<file path="src/rtl/dogx_startup_sequencer.sv">
// rtl/dogx_startup_sequencer.sv - DOGX converter startup: reset hold, oscillator settle, offset calibration, run
// Offset calibration (CAL state and accumulator) is built only when DOGX_OFFSET_CAL_EN is defined.
module dogx_startup_sequencer #(
    parameter int DATA_W        = 11,
    parameter int DIV           = 8,
    parameter int HOLD_CYCLES   = 16,
    parameter int SETTLE_CYCLES = 1024,
    parameter int CAL_LOG2      = 6
) (
    input  logic                     CLK_24M,
    input  logic                     reset,
    input  logic                     start,
    input  logic signed [DATA_W-1:0] converter_output,
    input  logic                     alpha,
    output logic                     conv_reset_n,
    output logic                     sample_en,
    output logic                     busy,
    output logic                     cal_done,
    output logic signed [DATA_W-1:0] offset,
    output logic signed [DATA_W-1:0] data_out,
    output logic                     data_valid,
    output logic                     alpha_out
);

    localparam int TMR_MAX = (HOLD_CYCLES > SETTLE_CYCLES) ? HOLD_CYCLES : SETTLE_CYCLES;
    localparam int TMR_W   = $clog2(TMR_MAX) + 1;
    localparam int DIV_W   = (DIV > 1) ? $clog2(DIV) : 1;

    if (DIV < 2 || CAL_LOG2 < 1 || HOLD_CYCLES < 1 || SETTLE_CYCLES < 1) begin : g_param_check
        $error("dogx_startup_sequencer: illegal parameter value");
    end

    typedef enum logic [2:0] {IDLE, HOLD, SETTLE, CAL, RUN} state_t;

    state_t              state_q, state_d;
    logic                start_q, start_d, start_edge;
    logic [TMR_W-1:0]    timer_q, timer_d;
    logic [DIV_W-1:0]    div_cnt_q, div_cnt_d;
    logic [DATA_W-1:0]   data_out_q, data_out_d;
    logic                data_valid_q, data_valid_d;
    logic                alpha_out_q, alpha_out_d;
    logic                strobing;
    logic [DATA_W-1:0]   offset_w;
    logic [DATA_W:0]     diff;
    logic [DATA_W-1:0]   corrected;

`ifdef DOGX_OFFSET_CAL_EN
    localparam int ACC_W = DATA_W + CAL_LOG2;
    localparam int CNT_W = CAL_LOG2 + 1;

    logic [ACC_W-1:0]  acc_q, acc_d, acc_next;
    logic [CNT_W-1:0]  cal_cnt_q, cal_cnt_d, cal_cnt_next;
    logic [DATA_W-1:0] offset_q, offset_d;

    assign offset_w = offset_q;
`else
    assign offset_w = '0;
`endif

    assign strobing     = (state_q == SETTLE) || (state_q == CAL) || (state_q == RUN);
    assign sample_en    = strobing && (div_cnt_q == DIV_W'(DIV - 1));
    assign conv_reset_n = strobing;
    assign busy         = (state_q == HOLD) || (state_q == SETTLE) || (state_q == CAL);
    assign cal_done     = (state_q == RUN);
    assign offset       = offset_w;
    assign data_out     = data_out_q;
    assign data_valid   = data_valid_q;
    assign alpha_out    = alpha_out_q;
    assign start_edge   = start & ~start_q;

    // One extra bit keeps the subtraction exact; saturate when the top two bits disagree.
    always_comb begin
        diff = {converter_output[DATA_W-1], converter_output} - {offset_w[DATA_W-1], offset_w};
        corrected = diff[DATA_W-1:0];
        if (diff[DATA_W] != diff[DATA_W-1]) begin
            corrected = diff[DATA_W] ? {1'b1, {(DATA_W-1){1'b0}}} : {1'b0, {(DATA_W-1){1'b1}}};
        end
    end

    always_comb begin
        state_d      = state_q;
        start_d      = start;
        timer_d      = '0;
        div_cnt_d    = '0;
        data_out_d   = data_out_q;
        alpha_out_d  = alpha_out_q;
        data_valid_d = 1'b0;
`ifdef DOGX_OFFSET_CAL_EN
        acc_d        = acc_q;
        cal_cnt_d    = cal_cnt_q;
        offset_d     = offset_q;
        acc_next     = acc_q + {{CAL_LOG2{converter_output[DATA_W-1]}}, converter_output};
        cal_cnt_next = cal_cnt_q + 1'b1;
`endif

        if (strobing) begin
            div_cnt_d = (div_cnt_q == DIV_W'(DIV - 1)) ? '0 : div_cnt_q + 1'b1;
        end

        case (state_q)
            IDLE: ;
            HOLD: begin
                if (timer_q == TMR_W'(HOLD_CYCLES - 1)) state_d = SETTLE;
                else                                    timer_d = timer_q + 1'b1;
            end
            SETTLE: begin
                if (timer_q == TMR_W'(SETTLE_CYCLES - 1)) begin
`ifdef DOGX_OFFSET_CAL_EN
                    state_d = CAL;
`else
                    state_d = RUN;
`endif
                end else begin
                    timer_d = timer_q + 1'b1;
                end
            end
`ifdef DOGX_OFFSET_CAL_EN
            CAL: begin
                if (sample_en && !alpha) begin
                    acc_d     = acc_next;
                    cal_cnt_d = cal_cnt_next;
                    // Dropping the low CAL_LOG2 bits is an arithmetic shift, i.e. floor of the mean.
                    if (cal_cnt_next == CNT_W'(2 ** CAL_LOG2)) begin
                        offset_d = acc_next[ACC_W-1:CAL_LOG2];
                        state_d  = RUN;
                    end
                end
            end
`endif
            RUN: begin
                if (sample_en) begin
                    data_out_d   = corrected;
                    alpha_out_d  = alpha;
                    data_valid_d = 1'b1;
                end
            end
            default: state_d = IDLE;
        endcase

        // A new start wins over anything computed above; previous results stay visible.
        if (start_edge) begin
            state_d      = HOLD;
            timer_d      = '0;
            div_cnt_d    = '0;
            data_out_d   = data_out_q;
            alpha_out_d  = alpha_out_q;
            data_valid_d = 1'b0;
`ifdef DOGX_OFFSET_CAL_EN
            acc_d        = '0;
            cal_cnt_d    = '0;
            offset_d     = offset_q;
`endif
        end
    end

    always_ff @(posedge CLK_24M or negedge reset) begin
        if (!reset) begin
            state_q      <= IDLE;
            start_q      <= 1'b0;
            timer_q      <= '0;
            div_cnt_q    <= '0;
            data_out_q   <= '0;
            data_valid_q <= 1'b0;
            alpha_out_q  <= 1'b0;
`ifdef DOGX_OFFSET_CAL_EN
            acc_q        <= '0;
            cal_cnt_q    <= '0;
            offset_q     <= '0;
`endif
        end else begin
            state_q      <= state_d;
            start_q      <= start_d;
            timer_q      <= timer_d;
            div_cnt_q    <= div_cnt_d;
            data_out_q   <= data_out_d;
            data_valid_q <= data_valid_d;
            alpha_out_q  <= alpha_out_d;
`ifdef DOGX_OFFSET_CAL_EN
            acc_q        <= acc_d;
            cal_cnt_q    <= cal_cnt_d;
            offset_q     <= offset_d;
`endif
        end
    end

endmodule

</file>
<file path="config.mk">
export PLATFORM = sky130hd
export DESIGN_NAME = dogx_startup_sequencer
export DESIGN_NICKNAME = d
export VERILOG_FILES = /design/src/rtl/dogx_startup_sequencer.sv
export SDC_FILE = /design/constraint.sdc
export NUM_CORES = 1
export LEC_CHECK = 0
export ABC_AREA = 1
export CAP_MARGIN = 25
export CORE_UTILIZATION = 40
export CTS_BUF_LIST = sky130_fd_sc_hd__clkbuf_8 sky130_fd_sc_hd__clkbuf_16
export CTS_CLUSTER_DIAMETER = 30
export DETAILED_ROUTE_END_ITERATION = 12
export PLACE_DENSITY = 0.72
export RECOVER_POWER = 25
export SLEW_MARGIN = 10
export SYNTH_ARGS = -nofsm -noshare
export SYNTH_HDL_FRONTEND = slang
export SYNTH_SLANG_ARGS = --single-unit
</file>
<file path="constraint.sdc">
create_clock -name CLK_24M -period 1.4 [get_ports CLK_24M]
set_input_delay 0.14 -clock CLK_24M [delete_from_list [all_inputs] [get_ports CLK_24M]]
set_output_delay 0.14 -clock CLK_24M [all_outputs]
set_load 0.005 [all_outputs]
</file>
==> reports/results.ini <==
[global_route]
grt_pass1_vias=1172
antenna_found_initial=0
grt_start_max_net_pins=32
grt_usage_pct=16.3
grt_overflow=0
grt_pass1_wl_mm=5.05

[setup_path]
cp-end-kind=output pin
required_ps=1260
crit_buf_inv=3
crit_fanout=3
cp_cell_sequence=buf_6 -> nor3_4 -> buf_6 -> a21oi_4 -> nor2_1 -> buf_2
crit_path_start_kind=flip-flop
cp_common_cell=buf_6
crit_path_top_delay_cell=dfrtp_1
cp_top_family=flip-flops
cp_slowest_stage_delay_ps=390
path_class=flip-flop to output pin
cp.arrival_ps=1300

[pwr]
vdd_drop_max_mv=0.703
clockPowerShare_pct=30.6
switching_share_pct=30.4
seqPwrFrac_pct=35.2
p_sw_uw=892
p_per_area_nw_per_um2=1300
intPower_uw=2040
p_leak_uw=0.00108
power_frac_comb_pct=34.2

[die]
die-area_sq_um=4030
die_width_um=63.5
start_util_pct=43.6
coreArea_sq_um=3470
fp-row-count=21
fp.dieH_um=63.5
boundaryPins=43

[timing]
fin_ws_ps=-35.9
hold_viol_final=0
worstMarginPinSlew_ps=727
max_freq_ghz=0.696
fin_crit_ps=1440
finalCritPeriodShare_pct=103
relSlewSlack_pct=51.5
worst_clock_skew_ps=3.43
grt_setup_unrepaired=yes
drv_slew=0
finalSetupViolCount=1
fin_hold_ws_ps=397

[clock_tree]
hold_buffers=0
cts_tree=yes
clock-root-buffer=clkbuf_8
cts-buffers-inserted=5
cts.htree.levels=2
clk_pin_slew_ps=70
clk_latency_ps=270
clock_sinks=31
ctsLongestPathBuffers=2

[drt]
drt-wirelength-per-cell_um=11.1
dr.pass1.iters=4
vias=1225
ant_nets=0
drcViolationCount=0
wirelength_mm=3.05
drt_first_iter_violations=73
vias_per_cell=4.45

[layout]
final_core_util_pct=64.8
diodes=0
final_cell_mix=nand2_1 (43), dfrtp_1 (31), clkdlybuf4s50_1 (25)
fillers=315
finalNetCount=246
drive_gt1_share_pct=33.2
stdcell_count=275
area_growth_pct=48.6
final_common_cell=nand2_1

[placed_design]
dpl.hpwl_mm=2.03
dp.cells=260
numPortBuffers=31
pre_cts_slack_ps=-17.0
routabilityCongestion=0.731

[yosys]
syn_avg_cell_area_sq_um=8.90
synth_area_leaders=dfrtp_1 (51%), nand2_1 (14%), buf_4 (5.5%)
syn_inst=170
async_reset_ff_share_pct=100
synth-main-ff-cell=dfrtp_1
synth_enable_flop_cells=0
ys_seq_elements=31
ys_seq_area_share_pct=51.3
synth_cell_types=27
yosys_warnings=0
synth_top_area_cell=dfrtp_1
post-synth-top-area-fraction_pct=51.3
syn-cell-area_sq_um=1510

[flow_run]
drv_cap=0

[run_status]
outcome=complete, but fails checks
violations=setup timing

[worst_hold_path]
hp-class=input pin to flip-flop

-- metal layers --
metal | vias to the layer above | GRT usage (%) | wire length [um]
met5 | - | 0 | 0
met4 | 0 | 7.67 | 34
met3 | 2 | 4.71 | 151
met2 | 35 | 25.9 | 1540
met1 | 567 | 20.1 | 1320
li1 | 621 | - | -
-- synthesized netlist by cell type, types with 3 or more instances --
cell type,number
a21oi_1,3
buf_4,11
dfrtp_1,31
ha_1,3
inv_1,8
nand2_1,58
nand3_1,4
nor2_1,15
nor2_2,9
xnor2_1,3
xor2_1,5
-- power groups by stage --
stage                     combinational, uW  sequential [uW]  clock [uW]
final                                  1000             1030         896
after global routing                   1100             1040         949
after CTS                               836             1020         910
after detailed placement                730             1040           0
after global placement                  714             1040           0
after floorplan                         386             1050           0
-- final cells by class --
class                           instances  area, sq um  share of cell area, %
Sequential cell                        31          776                   34.5
Multi-Input combinational cell        125          741                   33.0
Timing Repair Buffer                   54          502                   22.3
Clock buffer                            6         82.6                   3.67
Tap cell                               46         57.6                   2.56
Inverter                               11         53.8                   2.39
Clock inverter                          2         35.0                   1.56
-- state kept, by name, summed over array words and instances, names as in the netlist --
signal      count
data_valid      1
div_cnt_q       3
data_out       11
start_q         1
timer_q        11
alpha_out       1
state_q         3
-- per-stage QoR --
stage                     area [sq um]  TNS, ps  power [uW]
after floorplan                   1550        0        1440
after global placement            1940    -8.98        1750
after detailed placement          1940     -141        1770
after CTS                         2110     -568        2770
after global routing              2250    -1220        3090
final                             2250    -35.9        2930
-- worst min-delay path, delay by kind of cell --
kind / cells / cell delay (ps)
and+or+nand+nor: 2 / 100
buffers and inverters: 1 / 390
-- path summary, 6_finish.rpt --
| check | startpoint | end | slack [ps] | depth (start not counted) |
|---|---|---|---|---|
| setup / recovery | state_q[1] | sample_en | -40 | 6 |
| hold / removal | converter_output[3] | data_out[3] | 400 | 3 |
| setup reg to reg | state_q[1] | data_out[4] | 10 | 8 |
| hold reg to reg | div_cnt_q[0] | div_cnt_q[0] | 440 | 1 |
| max in group asynchronous | reset | timer_q[9] | 490 | 2 |
| min in group asynchronous | reset | timer_q[5] | 450 | 2 |
-- kinds of logic after synthesis --
logic type | Yosys count | synth area share [%]
AOI/OAI and AO/OA | 4 | 1.32
and+or+nand+nor | 99 | 30.6
xor gates and xnor gates | 8 | 4.63
adders and majority gates | 3 | 2.48
DFF | 31 | 51.3
buffers and inverters | 24 | 9.43
other | 1 | 0.248
-- what timing repair did --
action                     CTS  global route
setup buffers                6             3
pin swaps                    2            23
gates resized for setup      9            46
setup endpoints to repair    4            29
Note: power is estimated with default switching activity, not from simulation.
